## config.mk

```make
export PLATFORM = sky130hd
export DESIGN_NAME = postproc_sequencer
export DESIGN_NICKNAME = d
export VERILOG_FILES = /design/src/rtl/postproc_sequencer.sv
export SDC_FILE = /design/constraint.sdc
export NUM_CORES = 1
export LEC_CHECK = 0
export CORE_AREA = 2 2 188 190
export DETAILED_ROUTE_END_ITERATION = 10
export DIE_AREA = 0 0 190 192
export GPL_TIMING_DRIVEN = 0
export MAX_ROUTING_LAYER = met4
export PLACE_DENSITY_LB_ADDON = 0.12
export SKIP_LAST_GASP = 1
export SYNTH_ARGS = -nofsm -noshare
export SYNTH_HDL_FRONTEND = slang
export SYNTH_SLANG_ARGS = --single-unit
```

## constraint.sdc

```tcl
create_clock -name clk -period 4.3 [get_ports clk]
set_clock_uncertainty 0.2 [all_clocks]
set_input_delay 1.075 -clock clk [delete_from_list [all_inputs] [get_ports clk]]
set_output_delay 1.075 -clock clk [all_outputs]
set_load 0.02 [all_outputs]
```

## src/rtl/postproc_sequencer.sv

```systemverilog
// Streams accumulator beats through the external bias/activation processor and
// buffers its results in a first-word-fall-through FIFO for the downstream writer.
module postproc_sequencer #(
  parameter int CH_W       = 8,
  parameter int PIX_W      = 16,
  parameter int FIFO_DEPTH = 8
) (
  input  logic             clk,
  input  logic             rst,
  input  logic             cfg_start,
  input  logic [CH_W-1:0]  cfg_num_ch,
  input  logic [PIX_W-1:0] cfg_num_pix,
  input  logic             cfg_bias_en,
  input  logic [1:0]       cfg_act,
  output logic             busy,
  output logic             done,
  input  logic             acc_valid,
  output logic             acc_ready,
  input  logic [31:0]      acc_data,
  output logic             bias_rd_en,
  output logic [CH_W-1:0]  bias_addr,
  input  logic [31:0]      bias_data,
  output logic [31:0]      op_result_in,
  output logic             op_bias_en,
  output logic [31:0]      op_bias_in,
  output logic [1:0]       op_activation_type,
  input  logic [31:0]      op_result_out,
  output logic             out_valid,
  input  logic             out_ready,
  output logic [31:0]      out_data,
  output logic             out_last
);
  localparam int AW = $clog2(FIFO_DEPTH);
  localparam int CW = AW + 1;
  localparam int SW = CW + 1;

  typedef enum logic [1:0] {IDLE, RUN, DRAIN, FINISH} state_t;
  state_t state_reg, state_next;

  logic [CH_W-1:0]  num_ch_reg, ch_cnt_reg;
  logic [PIX_W-1:0] num_pix_reg, pix_cnt_reg;
  logic             bias_en_reg;
  logic [1:0]       act_reg;
  logic [31:0]      result_reg;
  logic [2:0]       vld_pipe_reg, last_pipe_reg;
  logic [32:0]      fifo_mem [FIFO_DEPTH];
  logic [AW-1:0]    wr_ptr_reg, rd_ptr_reg;
  logic [CW-1:0]    count_reg;

  logic [SW-1:0] inflight, credit;
  logic          acc_fire, ch_wrap, beat_last, fifo_wr, fifo_rd, fifo_nonempty;
  logic [32:0]   head;

  // Credit counts FIFO occupancy plus beats still inside the processor, so a
  // stalled writer can never cause a pipeline beat to be dropped.
  assign inflight  = SW'(vld_pipe_reg[0]) + SW'(vld_pipe_reg[1]) + SW'(vld_pipe_reg[2]);
  assign credit    = SW'(count_reg) + inflight;
  assign acc_ready = (state_reg == RUN) && (credit < SW'(FIFO_DEPTH));
  assign acc_fire  = acc_valid && acc_ready;

  assign ch_wrap   = (ch_cnt_reg == num_ch_reg - CH_W'(1));
  assign beat_last = ch_wrap && (pix_cnt_reg == num_pix_reg - PIX_W'(1));

  assign bias_rd_en         = acc_fire;
  assign bias_addr          = ch_cnt_reg;
  assign op_result_in       = result_reg;
  assign op_bias_en         = bias_en_reg;
  assign op_bias_in         = bias_data;
  assign op_activation_type = act_reg;

  assign fifo_wr       = vld_pipe_reg[2];
  assign fifo_nonempty = (count_reg != '0);
  assign fifo_rd       = fifo_nonempty && out_ready;
  assign head          = fifo_mem[rd_ptr_reg];
  assign out_valid     = fifo_nonempty;
  assign out_data      = fifo_nonempty ? head[31:0] : '0;
  assign out_last      = fifo_nonempty && head[32];

  always_comb begin
    state_next = state_reg;
    done       = 1'b0;
    busy       = (state_reg != IDLE);
    unique case (state_reg)
      IDLE: begin
        if (cfg_start) begin
          if (cfg_num_ch == '0 || cfg_num_pix == '0) state_next = FINISH;
          else                                       state_next = RUN;
        end
      end
      RUN: begin
        if (acc_fire && beat_last) state_next = DRAIN;
      end
      DRAIN: begin
        if (fifo_rd && head[32] && vld_pipe_reg == '0) state_next = FINISH;
      end
      FINISH: begin
        done       = 1'b1;
        state_next = IDLE;
      end
      default: state_next = IDLE;
    endcase
  end

  always_ff @(posedge clk) begin
    if (rst) begin
      state_reg     <= IDLE;
      num_ch_reg    <= '0;
      num_pix_reg   <= '0;
      ch_cnt_reg    <= '0;
      pix_cnt_reg   <= '0;
      bias_en_reg   <= 1'b0;
      act_reg       <= '0;
      result_reg    <= '0;
      vld_pipe_reg  <= '0;
      last_pipe_reg <= '0;
      wr_ptr_reg    <= '0;
      rd_ptr_reg    <= '0;
      count_reg     <= '0;
    end else begin
      state_reg <= state_next;
      if (state_reg == IDLE && cfg_start) begin
        num_ch_reg  <= cfg_num_ch;
        num_pix_reg <= cfg_num_pix;
        bias_en_reg <= cfg_bias_en;
        act_reg     <= cfg_act;
        ch_cnt_reg  <= '0;
        pix_cnt_reg <= '0;
      end
      if (acc_fire) begin
        result_reg <= acc_data;
        if (ch_wrap) begin
          ch_cnt_reg  <= '0;
          pix_cnt_reg <= pix_cnt_reg + PIX_W'(1);
        end else begin
          ch_cnt_reg <= ch_cnt_reg + CH_W'(1);
        end
      end
      vld_pipe_reg  <= {vld_pipe_reg[1:0], acc_fire};
      last_pipe_reg <= {last_pipe_reg[1:0], acc_fire && beat_last};
      if (fifo_wr) wr_ptr_reg <= wr_ptr_reg + AW'(1);
      if (fifo_rd) rd_ptr_reg <= rd_ptr_reg + AW'(1);
      case ({fifo_wr, fifo_rd})
        2'b10:   count_reg <= count_reg + CW'(1);
        2'b01:   count_reg <= count_reg - CW'(1);
        default: count_reg <= count_reg;
      endcase
    end
  end

  // Storage only; occupancy is tracked by count_reg so it needs no reset.
  always_ff @(posedge clk) begin
    if (fifo_wr) fifo_mem[wr_ptr_reg] <= {last_pipe_reg[2], op_result_out};
  end

endmodule

```

; Word level (Yosys, flattened, before mapping)
; Memories as Yosys holds them, arrays and structs flattened. A register that Yosys moved wholly into a read port is not among the register bits.
; Cells that the tools add are included.
[totals]
regBits = 101
ram_bits = 264
input_bits = 128
out_inout_bits = 113
wordCells = 73
n_memories = 1
[memory_table]
columns = name, words, word_bits, rd, rd_clocked_by_memory_dff, write_ports, line
row1 = fifo_mem, 8, 33, 1, 1, 1, 46  ; logic [32:0] fifo_mem [FIFO_DEPTH];
[op_classes]
n_addsub = 11
magnitude_cmp = 1
n_eq_ne = 10
mux = 18
reduce_logical = 19
[op_table]
columns = cell, n
row1 = 16-bit 2-to-1 mux, 3
row2 = 32-bit 2-to-1 mux, 1
row3 = 8-bit 2-to-1 mux, 3
row4 = 16-bit by 1-bit adder with 16-bit output (second input constant), 1
row5 = 16-bit equality test, 1
row6 = 16-bit zero test, 1
row7 = 16-bit by 1-bit subtractor with 16-bit output (second input constant), 1
row8 = 1-bit logical AND, 9
row9 = 8-bit by 1-bit adder with 8-bit output (second input constant), 1
row10 = 8-bit equality test, 1
row11 = 8-bit zero test, 1
row12 = 2-bit 2-to-1 mux, 4
row13 = 2-bit one-hot mux with 4 select lines, 1
row14 = 4-bit one-hot mux with 2 select lines, 1
row15 = 8-bit by 1-bit subtractor with 8-bit output (second input constant), 1
row16 = 3-bit by 1-bit adder with 3-bit output (second input constant), 2
row17 = 2-bit equality test (second input constant), 3
row18 = 3-bit 2-to-1 mux, 2
row19 = 2-bit nonzero test, 3
row20 = 4-bit by 3-bit adder with 5-bit output, 1
row21 = 5-bit by 4-bit < comparator with 1-bit output (second input constant), 1
row22 = 4-bit by 1-bit adder with 4-bit output (second input constant), 1
row23 = 2-bit by 1-bit equality test with 1-bit output (second input constant), 2
row24 = 2-bit inequality test (second input constant), 2
row25 = other kinds (10), 12

; Depth between registers and ports, before layout
; Gate-level depths: netlist of run 1.
[depth]
ltp_word = 9
mapped_depth = 12
mapped_depth_nobuf = 11

; Worst setup path before layout of run 1
; Ideal clock, no wire load.
[synth_timing]
path_type = register -> output
from = register vld_pipe_reg[0]
to = output port bias_rd_en
t_arrival_ns = 2.710
required_time_ns = 3.025
path_slack_ns = 0.315
path_stages_with_launch = 9
n_path_buf = 2
path_cell_list = dfxtp_1 fa_1 ha_1 a31o_2 a21oi_1 nand2_1 inv_1 clkbuf_1 clkbuf_1
[synth_via]
elab_chain_cells = 6
[synth_lines]
columns = element, line
row1 = "start, declared", 45  ; logic [2:0] vld_pipe_reg, last_pipe_reg;
row2 = "start signal, assigned", 138  ; vld_pipe_reg <= {vld_pipe_reg[1:0], acc_fire};
row3 = 1-bit by 1-bit adder with 2-bit output, 56  ; assign inflight = SW'(vld_pipe_reg[0]) + SW'(vld_pipe_reg[1]) + SW'(vld_pipe_reg[2]);
row4 = 2-bit by 1-bit adder with 3-bit output, 56
row5 = 4-bit by 3-bit adder with 5-bit output, 57  ; assign credit = SW'(count_reg) + inflight;
row6 = 5-bit by 4-bit < comparator with 1-bit output, 58  ; assign acc_ready = (state_reg == RUN) && (credit < SW'(FIFO_DEPTH));
row7 = 1-bit logical AND, 58
row8 = named net acc_ready, 18  ; output logic acc_ready,
row9 = 1-bit logical AND, 59  ; assign acc_fire = acc_valid && acc_ready;
row10 = "end, declared", 20  ; output logic bias_rd_en,
; The timed path passes the listed nets, and every way through them passes these cells.

==> metrics, run 1 <==
status finished, final reports clean; core area 34300 sq um; Synth warnings 0; Critical Path, Cell by Cell clkbuf_4, buf_4, mux4_2, mux2i_1, nor2_1, clkdlybuf4s50_1; Tcrit/Tclk final 0.951; CTS Hold Buffers Added 0; largest net degree at the start of global routing 26; IO buf count 207; Largest Register fifo_mem; CP max stage cell clkdlybuf4s50_1; CP Capture Type output pin; GP Congestion 0.821; hold path startpoint last_pipe_reg[0]; Reg clk slew, reported paths 0.06 ns; leak pwr 6.48 nW; FFs w/ async S/R, synth 0; DRC 0; first-pass GRT wire length 53600 microns; max-slew violations 0; crit path DAT 2.82 ns; row count 68; CP startpoint kind flip-flop; area leader, netlist edfxtp_1; Max Freq 0.244 GHz; die width 190 microns; min-delay worst type reg2reg; DR vias 9779; Yosys top cell area share 0.516; Yosys cell types 65; Slowest Stage Delay on Critical Path 0.56 ns; Final Worst Setup Slack 0.210 ns; RSZ-0062 raised after global routing false; antenna-violating nets left 0; Num CTS Buffers 40; worst slack, placed -0.819 ns; Power Dens Cells 442 nW/um^2; ranking of synthesized cells by area edfxtp_1, dfxtp_1, mux4_2; global route overflow 0; Worst VDD drop 0.000315 V; MaxCap Viol Count 0; Synth Instances 1105; fin util 0.573; clk_lat worst skew 0.52 ns; die area 36500 sq um; Critical Path RT 3.02 ns; sequential-to-total area share from yosys stat 0.652; endpoints failing setup 0; Sink Count 368; fin crit period 4.09 ns; synthesis-stage register bit count 368; Max Buffers Root-to-Sink 3; Ports 241; initial antenna violation count 0; critical path fanouts, max 10; Final nets 1515; Avg Inst Size Synth 13.9 sq um; Fin. Hold Viols 0; Routed Wire Length 34900 microns; Die Span Y 192 microns; Area Growth Syn to Fin 28.0%; CP bufs+invs 3; Root Buffer clkbuf_16; vias in the first global route 9600; Post-DP Area 18300 sq um; First DRT Iteration DRCs 566; final cell count without fillers 1852; Final Cell Area 19700 sq um; number of synthesized flops with an enable pin 264; HPWL Detailed 23500 microns; Syn Nets 1251; iteration count of the initial detailed-routing pass 6; DP Cell Count 1782; relative max-transition margin 0.353; share of layout cells above drive strength 1 0.155; Initial Utilization 0.448; via/cell ratio 5.28; Total Power 0.00868 W; H-tree levels 2; most used flip-flop cell after synthesis edfxtp_1; mapped cell area 15400 sq um; Least-Margin Pin Slew 0.957 ns; Largest delay share family, worst path buffers and inverters; Tot GR Track Use 0.198; CTS tree yes; DR WL/cell 18.8 microns; flip-flop count of the largest register after layout 264; RR Startpoint num_ch_reg[0]; ANT cells 0; Setup CP Type reg2out
-- placed cells by master, fill, tap and decap left out, drive strengths merged, types with 16 or more instances in the layout --
| master | instances |
|---|---|
| a21oi | 87 |
| edfxtp | 264 |
| xnor2 | 19 |
| o21ai | 25 |
| dfxtp | 104 |
| clkbuf | 88 |
| buf | 62 |
| nand2 | 142 |
| clkdlybuf4s50 | 206 |
| inv | 21 |
| ha | 16 |
| mux4 | 66 |
| nor2 | 75 |
| mux2i | 35 |
-- power breakdown --
group	total (W)	switching (W)	internal, W
sequential	0.00399	0.0000931	0.00390
clock	0.00330	0.00133	0.00198
combinational	0.00139	0.000782	0.000607
total	0.00868	0.00220	0.00648
-- worst paths after layout --
| path | cells after the start | endpoint | slack, ns |
|---|---|---|---|
| min reg2reg | 1 | last_pipe_reg[1] | 0.24 |
| max | 6 | out_data[22] | 0.21 |
| min | 1 | last_pipe_reg[1] | 0.24 |
| max reg2reg | 10 | pix_cnt_reg[9] | 0.77 |
-- layer usage --
metal  track usage  routed length (microns)
met2         0.321                    16800
met3        0.0309                     1830
met4        0.0483                      620
met5             -                        0
met1         0.262                    15600
-- worst reg2reg max path, stage by stage, from the launching register on --
cell      delay (ns)
dfxtp_1         0.38
inv_1           0.09
ha_1            0.17
or3b_2          0.51
o31a_1          0.29
o211a_1         0.29
o211a_1         0.29
a21oi_1         0.50
clkbuf_1        0.43
o21ai_0         0.18
a21oi_1         0.14
-- stage by stage --
| stage | TNS (ns) | hold slack [ns] |
|---|---|---|
| after floorplan | 0 | 0.214 |
| after global placement | -136.91 | 0.223 |
| after detailed placement | -5.42 | 0.227 |
| after CTS | -0.00915 | 0.245 |
| after global routing | 0 | 0.260 |
| final | 0 | 0.239 |
-- what timing repair did --
item / in CTS / in global routing
setup endpoints to repair: 33 / 20
buffers inserted: 1 / 0
cloned: 1 / 0
pin swaps: 1 / 0
gates resized for setup: 46 / 9
-- synthesized netlist by cell type, types with 16 or more instances --
cell type	instances
a21oi_1	87
buf_1	16
buf_4	32
clkbuf_1	36
dfxtp_1	104
edfxtp_1	264
ha_1	16
inv_1	22
mux2i_1	35
mux4_2	66
nand2_1	142
nor2_1	75
o21ai_0	25
xnor2_1	19
-- final cells by class --
type	instances	area, sq um
plain buffers	85	513
clock buffers	51	1090
clock inverters	19	186
fillers	2792	14600
inverters	22	86.3
multi-input cells	628	4880
flip-flops and latches	368	10000
well taps	455	569
repair buffers	223	2310
repair inverters	1	5.00
-- kinds of logic after synthesis --
kind of cell             count (synthesis)  share of synthesized area
AO/OA/AOI/OAI                          162                     0.0652
XOR/XNOR                                32                     0.0182
adder cells (fa/ha/maj)                 18                     0.0156
buffers and inverters                  109                     0.0351
flip-flops                             368                      0.652
multiplexers                           101                      0.120
AND/OR/NAND/NOR                        315                     0.0946
Power figures use the tool's default switching activity.
==> inputs of run 2 (changes only) <==
--- a/config.mk
+++ b/config.mk
@@ -9,4 +9,5 @@
 export DETAILED_ROUTE_END_ITERATION = 10
 export DIE_AREA = 0 0 190 192
+export DONT_BUFFER_PORTS = 1
 export GPL_TIMING_DRIVEN = 0
 export MAX_ROUTING_LAYER = met4
==> constraint.sdc (replaced) <==
create_clock -name clk -period 3.4 [get_ports clk]
set_clock_uncertainty 0.2 [all_clocks]
set_input_delay 0.68 -clock clk [delete_from_list [all_inputs] [get_ports clk]]
set_output_delay 0.68 -clock clk [all_outputs]
set_load 0.02 [all_outputs]
==> run 2 against run 1 <==
Effect of this change:
- count of clock-buffer cells in the layout grew 4
- non-clock buffer count shrank 206
- routed wire length shrank 1.0%
- worst setup slack lost 0.15 ns
- total power grew 23%
==> metrics, run 2 (same netlist as run 1, synthesis figures left out) <==
DR vias 9017 (-7.8%); met1 Use GR 0.247 (-0.0157); GRT busiest layer met2; Final Cell Area 17700 sq um (-9.8%); IO buf count 0 (-100%); RR Startpoint num_pix_reg[1]; routing usage on met3 0.0460 (+0.0152); die area 36500 sq um (unchanged); hold path startpoint op_result_out[13]; antenna-violating nets left 0 (unchanged); Power Dens Cells 601 nW/um^2 (+36%); Num CTS Buffers 39 (-2.5%); Reg clk slew, reported paths 0.06 ns (about the same); status finished, final reports clean; Critical Path, Cell by Cell fa_2, ha_4, a31o_4, a21oi_4, nand2_4, inv_4, buf_8, clkbuf_16; Critical Path RT 2.52 ns (-0.50 ns); Min Hold Slack 0.0533 ns (-0.185 ns); iteration count of the initial detailed-routing pass 4 (-2); crit path DAT 2.46 ns (-0.36 ns); DR WL/cell 21.0 microns (+11%); Routed Wire Length 34500 microns (-1.0%); die width 190 microns (unchanged); Setup CP Type reg2out; CP startpoint kind flip-flop; Tcrit/Tclk final 0.982; final cell count without fillers 1646 (-11%); Post-DP Area 16200 sq um (-11%); global route overflow 0 (unchanged); FF-to-FF path depth 9 (-1); fill count 2878 (+3.1%); CP max stage cell dfxtp_2; First DRT Iteration DRCs 515 (-9.0%); Fin. Hold Viols 0 (unchanged); flip-flop count of the largest register after layout 264 (unchanged); H-tree levels 2 (unchanged); leak pwr 5.75 nW (-11%); row count 68 (unchanged); CP Capture Type output pin; Reg2Reg Capture Point state_reg[0]; CTS Hold Buffers Added 0 (unchanged); DRC 0 (unchanged); CTS tree yes; met2 Track Usage GR 0.316 (-0.00505); critical path fanouts, max 5 (-5); Largest Register fifo_mem; Tot GR Track Use 0.194 (-0.00402); clk_lat worst skew 0.52 ns (about the same); GP Congestion 0.835 (+1.7%); RSZ-0062 raised after global routing true; Slowest Stage Delay on Critical Path 0.37 ns (-0.19 ns); Max Buffers Root-to-Sink 3 (unchanged); vias in the first global route 9175 (-4.4%); relative max-transition margin 0.347 (-0.00630); ANT cells 0 (unchanged); Least-Margin Pin Slew 0.977 ns (+0.0198 ns); Sink Count 368 (unchanged); Ports 241 (unchanged); Area Growth Syn to Fin 15.5%; Worst VDD drop 0.000350 V (+11%); Hold Crit Endpoint fifo_mem[1][13]; fin crit period 3.34 ns; DP Cell Count 1571 (-12%); most frequent cells in the layout edfxtp_1, nand2_1, dfxtp_1, a21oi_1, nor2_1; reg2reg setup slack 0.15 ns (-0.62 ns); core area 34300 sq um (unchanged); via/cell ratio 5.48 (+3.7%); first-pass GRT wire length 52600 microns (-2.0%); endpoints failing setup 0 (unchanged); share of layout cells above drive strength 1 0.196 (+0.0410); Die Span Y 192 microns (unchanged); Initial Utilization 0.448 (unchanged); MaxCap Viol Count 0 (unchanged); commonest non-fill, non-tap cell in the layout edfxtp_1; Root Buffer clkbuf_16; Hold Path Depth 0 (-1); largest net degree at the start of global routing 25 (-3.8%); max-slew violations 0 (unchanged); min-delay worst type in2reg; initial antenna violation count 0 (unchanged); Final nets 1307 (-14%); HPWL Detailed 23100 microns (-1.9%); Max Freq 0.300 GHz
## run 2: cell type report
cell class                 instances  area (sq um)  share of cell area
timing repair buffer              16           282              0.0159
clock buffer                      55          1130              0.0636
tap                              455           569              0.0321
inverter                          22          85.1             0.00480
buffer                            86           563              0.0317
sequential                       368         10000               0.564
clock inverter                    16           149             0.00839
multi-input combinational        628          4950               0.279
## run 2: metrics by stage
stage	setup WS (ns)	utilization	TNS (ns)	power (W)
6_report	0.0626	0.517	0	0.0107
3_5_place_dp	-0.617	0.474	-18.78	0.00653
3_3_place_gp	-1.84	0.465	-287.61	0.00650
4_1_cts	-0.105	0.515	-0.570	0.0107
2_1_floorplan	0.0988	-	0	0.00620
5_1_grt	-0.0364	0.517	-0.0364	0.0111
## run 2: worst max-delay path by stage
stage,depth (start not counted),from,endpoint,slack [ns]
floorplan,11,vld_pipe_reg[0],state_reg[1],0.1
global placement,11,count_reg[0],count_reg[3],-1.84
detailed placement,11,count_reg[0],state_reg[0],-0.62
CTS,8,vld_pipe_reg[0],bias_rd_en,-0.11
global route,8,count_reg[0],bias_rd_en,-0.04
finish,8,count_reg[0],bias_rd_en,0.06
## run 2: critical path: cells and delay by family, from the launching register on
| family | cells | cell delay [ns] |
|---|---|---|
| compound gates | 2 | 0.52 |
| fa+ha+maj | 2 | 0.59 |
| buf+inv | 3 | 0.34 |
| flops | 1 | 0.37 |
| simple gates | 1 | 0.11 |
## run 2: timing repair
action                                  4_1_cts  5_1_grt
pin swaps                                     2        6
gates resized for setup                      56       24
gates cloned                                  0        1
endpoints found under the setup margin       86       25
buffers inserted                              2        2
hold endpoints to repair                      0        0
## run 2: routing by layer
| layer | vias up | share of wire |
|---|---|---|
| li1 | 4230 | - |
| met1 | 4506 | 0.43 |
| met2 | 240 | 0.49 |
| met3 | 41 | 0.066 |
| met4 | 0 | 0.015 |
| met5 | - | 0 |
## run 2: where the power goes
part / total [W] / leakage [nW] / switching (W) / internal (W)
registers: 0.00514 / 3.23 / 0.000205 / 0.00493
clock network: 0.00416 / 0.620 / 0.00169 / 0.00248
logic: 0.00137 / 1.90 / 0.000835 / 0.000531
==> inputs of run 3 (changes only) <==
- CORE_AREA: 2 2 188 190 -> 2 2 230 232
- DIE_AREA: 0 0 190 192 -> 0 0 232 234
==> run 3 against run 2 <==
Effect of this change:
- cell area up 4.5%
- maximum frequency increased by 0.29%
- global-route usage fell by 4.6 points
- critical path depth up 1
- critical path type is now reg2reg
- highest routed layer unchanged
==> metrics, run 3 (same netlist as run 1, synthesis figures left out) <==
status finished, final reports clean; HPWL Detailed 25800 microns (+12%); share of layout cells above drive strength 1 0.198 (+0.00226); met1 Use GR 0.191 (-0.0556); CP Capture Type flip-flop; Critical Path RT 3.63 ns (+1.11 ns); leak pwr 5.98 nW (+4.1%); Fin. Hold Viols 0 (unchanged); Combinational Power Share 0.129 (about the same); global route overflow 0 (unchanged); commonest non-fill, non-tap cell in the layout edfxtp_1; met2 Track Usage GR 0.230 (-0.0859); Area Growth Syn to Fin 20.7%; fin util 0.356 (-0.161); GP Congestion 0.774 (-7.4%); first-pass GRT wire length 58600 microns (+12%); antenna-violating nets left 0 (unchanged); Ports 241 (unchanged); MaxCap Viol Count 0 (unchanged); via/cell ratio 4.84 (-12%); endpoints failing setup 0 (unchanged); clock power share 0.412 (+0.022); setup_tns 0 ns (unchanged); flip-flop count of the largest register after layout 264 (unchanged); fin crit period 3.33 ns (-0.00949 ns); Power Dens Cells 604 nW/um^2 (+0.44%); Tcrit/Tclk final 0.979 (-0.00279); routing usage on met3 0.0344 (-0.0116); final cell count without fillers 1922 (+17%); Initial Utilization 0.295 (-0.153); Reg clk slew, reported paths 0.06 ns (about the same); Final nets 1343 (+2.8%); die width 232 microns (+22%); Root Buffer clkbuf_16; register share of total power 0.459 (-0.023); Largest delay share family, worst path simple AND/OR/NAND/NOR gates; Switching Fraction 0.266 (+0.0106); DR WL/cell 20.1 microns (-4.2%); row count 84 (+24%); Max Buffers Root-to-Sink 3 (unchanged); CP bufs+invs 1 (-2); core area 52000 sq um (+52%); CTS tree yes; iteration count of the initial detailed-routing pass 5 (+1); Least-Margin Pin Slew 0.983 ns (+0.00627 ns); Routed Wire Length 38700 microns (+12%); CP startpoint kind flip-flop; initial antenna violation count 1 (+1); RSZ-0062 raised after global routing true; max-slew violations 0 (unchanged); Sink Count 368 (unchanged); DP Cell Count 1806 (+15%); crit path DAT 3.56 ns (+1.10 ns); Tot GR Track Use 0.148 (-0.0457); Largest Register fifo_mem; IO buf count 0 (unchanged); Worst VDD drop 0.000351 V (+0.28%); multi-input logic area 4970 sq um (+0.38%); Sequential cell area 10000 sq um (about the same); most frequent cells in the layout edfxtp_1, nand2_1, dfxtp_1, a21oi_1, nor2_1; Critical Path, Cell by Cell inv_1, ha_4, or4b_2, or3_4, a222oi_1, nand4_1, o41a_1, o21ai_0, a21oi_1; Max Freq 0.300 GHz (+0.29%); Die Span Y 234 microns (+22%); Num CTS Buffers 44 (+13%); min-delay worst type in2reg; First DRT Iteration DRCs 518 (+0.58%); relative max-transition margin 0.335 (-0.0113); die area 54300 sq um (+49%); largest net degree at the start of global routing 22 (-12%); fill count 5054 (+76%); Power Internal 0.00821 W (+3.5%); clk_lat worst skew 0.56 ns (+0.04 ns); H-tree levels 2 (unchanged); Psw 0.00298 W (+9.3%); DRC 0 (unchanged); Setup CP Type reg2reg; CP max stage cell or4b_2; GRT busiest layer met2; vias in the first global route 9592 (+4.5%); DR vias 9310 (+3.2%); critical path fanouts, max 7 (+2); Slowest Stage Delay on Critical Path 0.60 ns (+0.23 ns)
==> run 3: cell count changes in the layout (fill, tap and decap cells not counted), sizes merged <==
cell | previous run | this run
clkinv | 10 | 23
clkdlybuf4s15 | 3 | 0
dlygate4sd3 | 0 | 32
clkbuf | 90 | 91
clkinvlp | 3 | 0
diode | 0 | 1
buf | 64 | 65
bufinv | 2 | 3
==> run 3: area by class of cell <==
cell class	instances	area share
sequential	368	0.540
tap	688	0.0464
multi-input combinational	628	0.268
timing repair buffer	49	0.0333
antenna	1	0.000135
clock buffer	55	0.0644
inverter	22	0.00459
buffer	84	0.0300
clock inverter	27	0.0129
==> run 3: what timing repair did <==
action | CTS | global route
resized for setup | 78 | 23
setup buffers | 3 | 0
gates cloned | 1 | 0
endpoints found under the setup margin | 86 | 33
pin swaps | 6 | 9
endpoints found under the hold margin | 256 | 0
hold buffers | 32 | 0
==> run 3: power by group through the flow <==
stage / Clock (W) / Sequential (W) / Combinational (W)
after detailed placement: 0 / 0.00523 / 0.00132
after global routing: 0.00491 / 0.00516 / 0.00162
final: 0.00461 / 0.00514 / 0.00144
after floorplan: 0 / 0.00518 / 0.00102
after global placement: 0 / 0.00523 / 0.00129
after CTS: 0.00476 / 0.00514 / 0.00146
==> run 3: metal layers <==
metal	share of wire	routed length [microns]
met3	0.060	2310
met5	0	0
met4	0.023	891
met2	0.46	18000
met1	0.45	17500
==> run 3: worst paths after layout <==
kind	from	to	slack (ns)	cells past startpoint
worst max-delay path	num_pix_reg[1]	state_reg[1]	0.07	9
worst min-delay path	cfg_num_ch[7]	num_ch_reg[7]	0.04	2
worst max register to register	num_pix_reg[1]	state_reg[1]	0.07	9
worst min register to register	last_pipe_reg[0]	last_pipe_reg[1]	0.24	1
==> run 3: stage by stage <==
step,hold slack (ns),setup slack (ns),total power (W),cell area [sq um]
2_1_floorplan,0.214,0.0988,0.00620,15400
3_3_place_gp,0.229,-2.35,0.00653,16200
3_5_place_dp,0.232,-0.670,0.00655,16600
4_1_cts,0.0104,-0.111,0.0114,18500
5_1_grt,0.0249,-0.0622,0.0117,18500
6_report,0.0447,0.0721,0.0112,18500
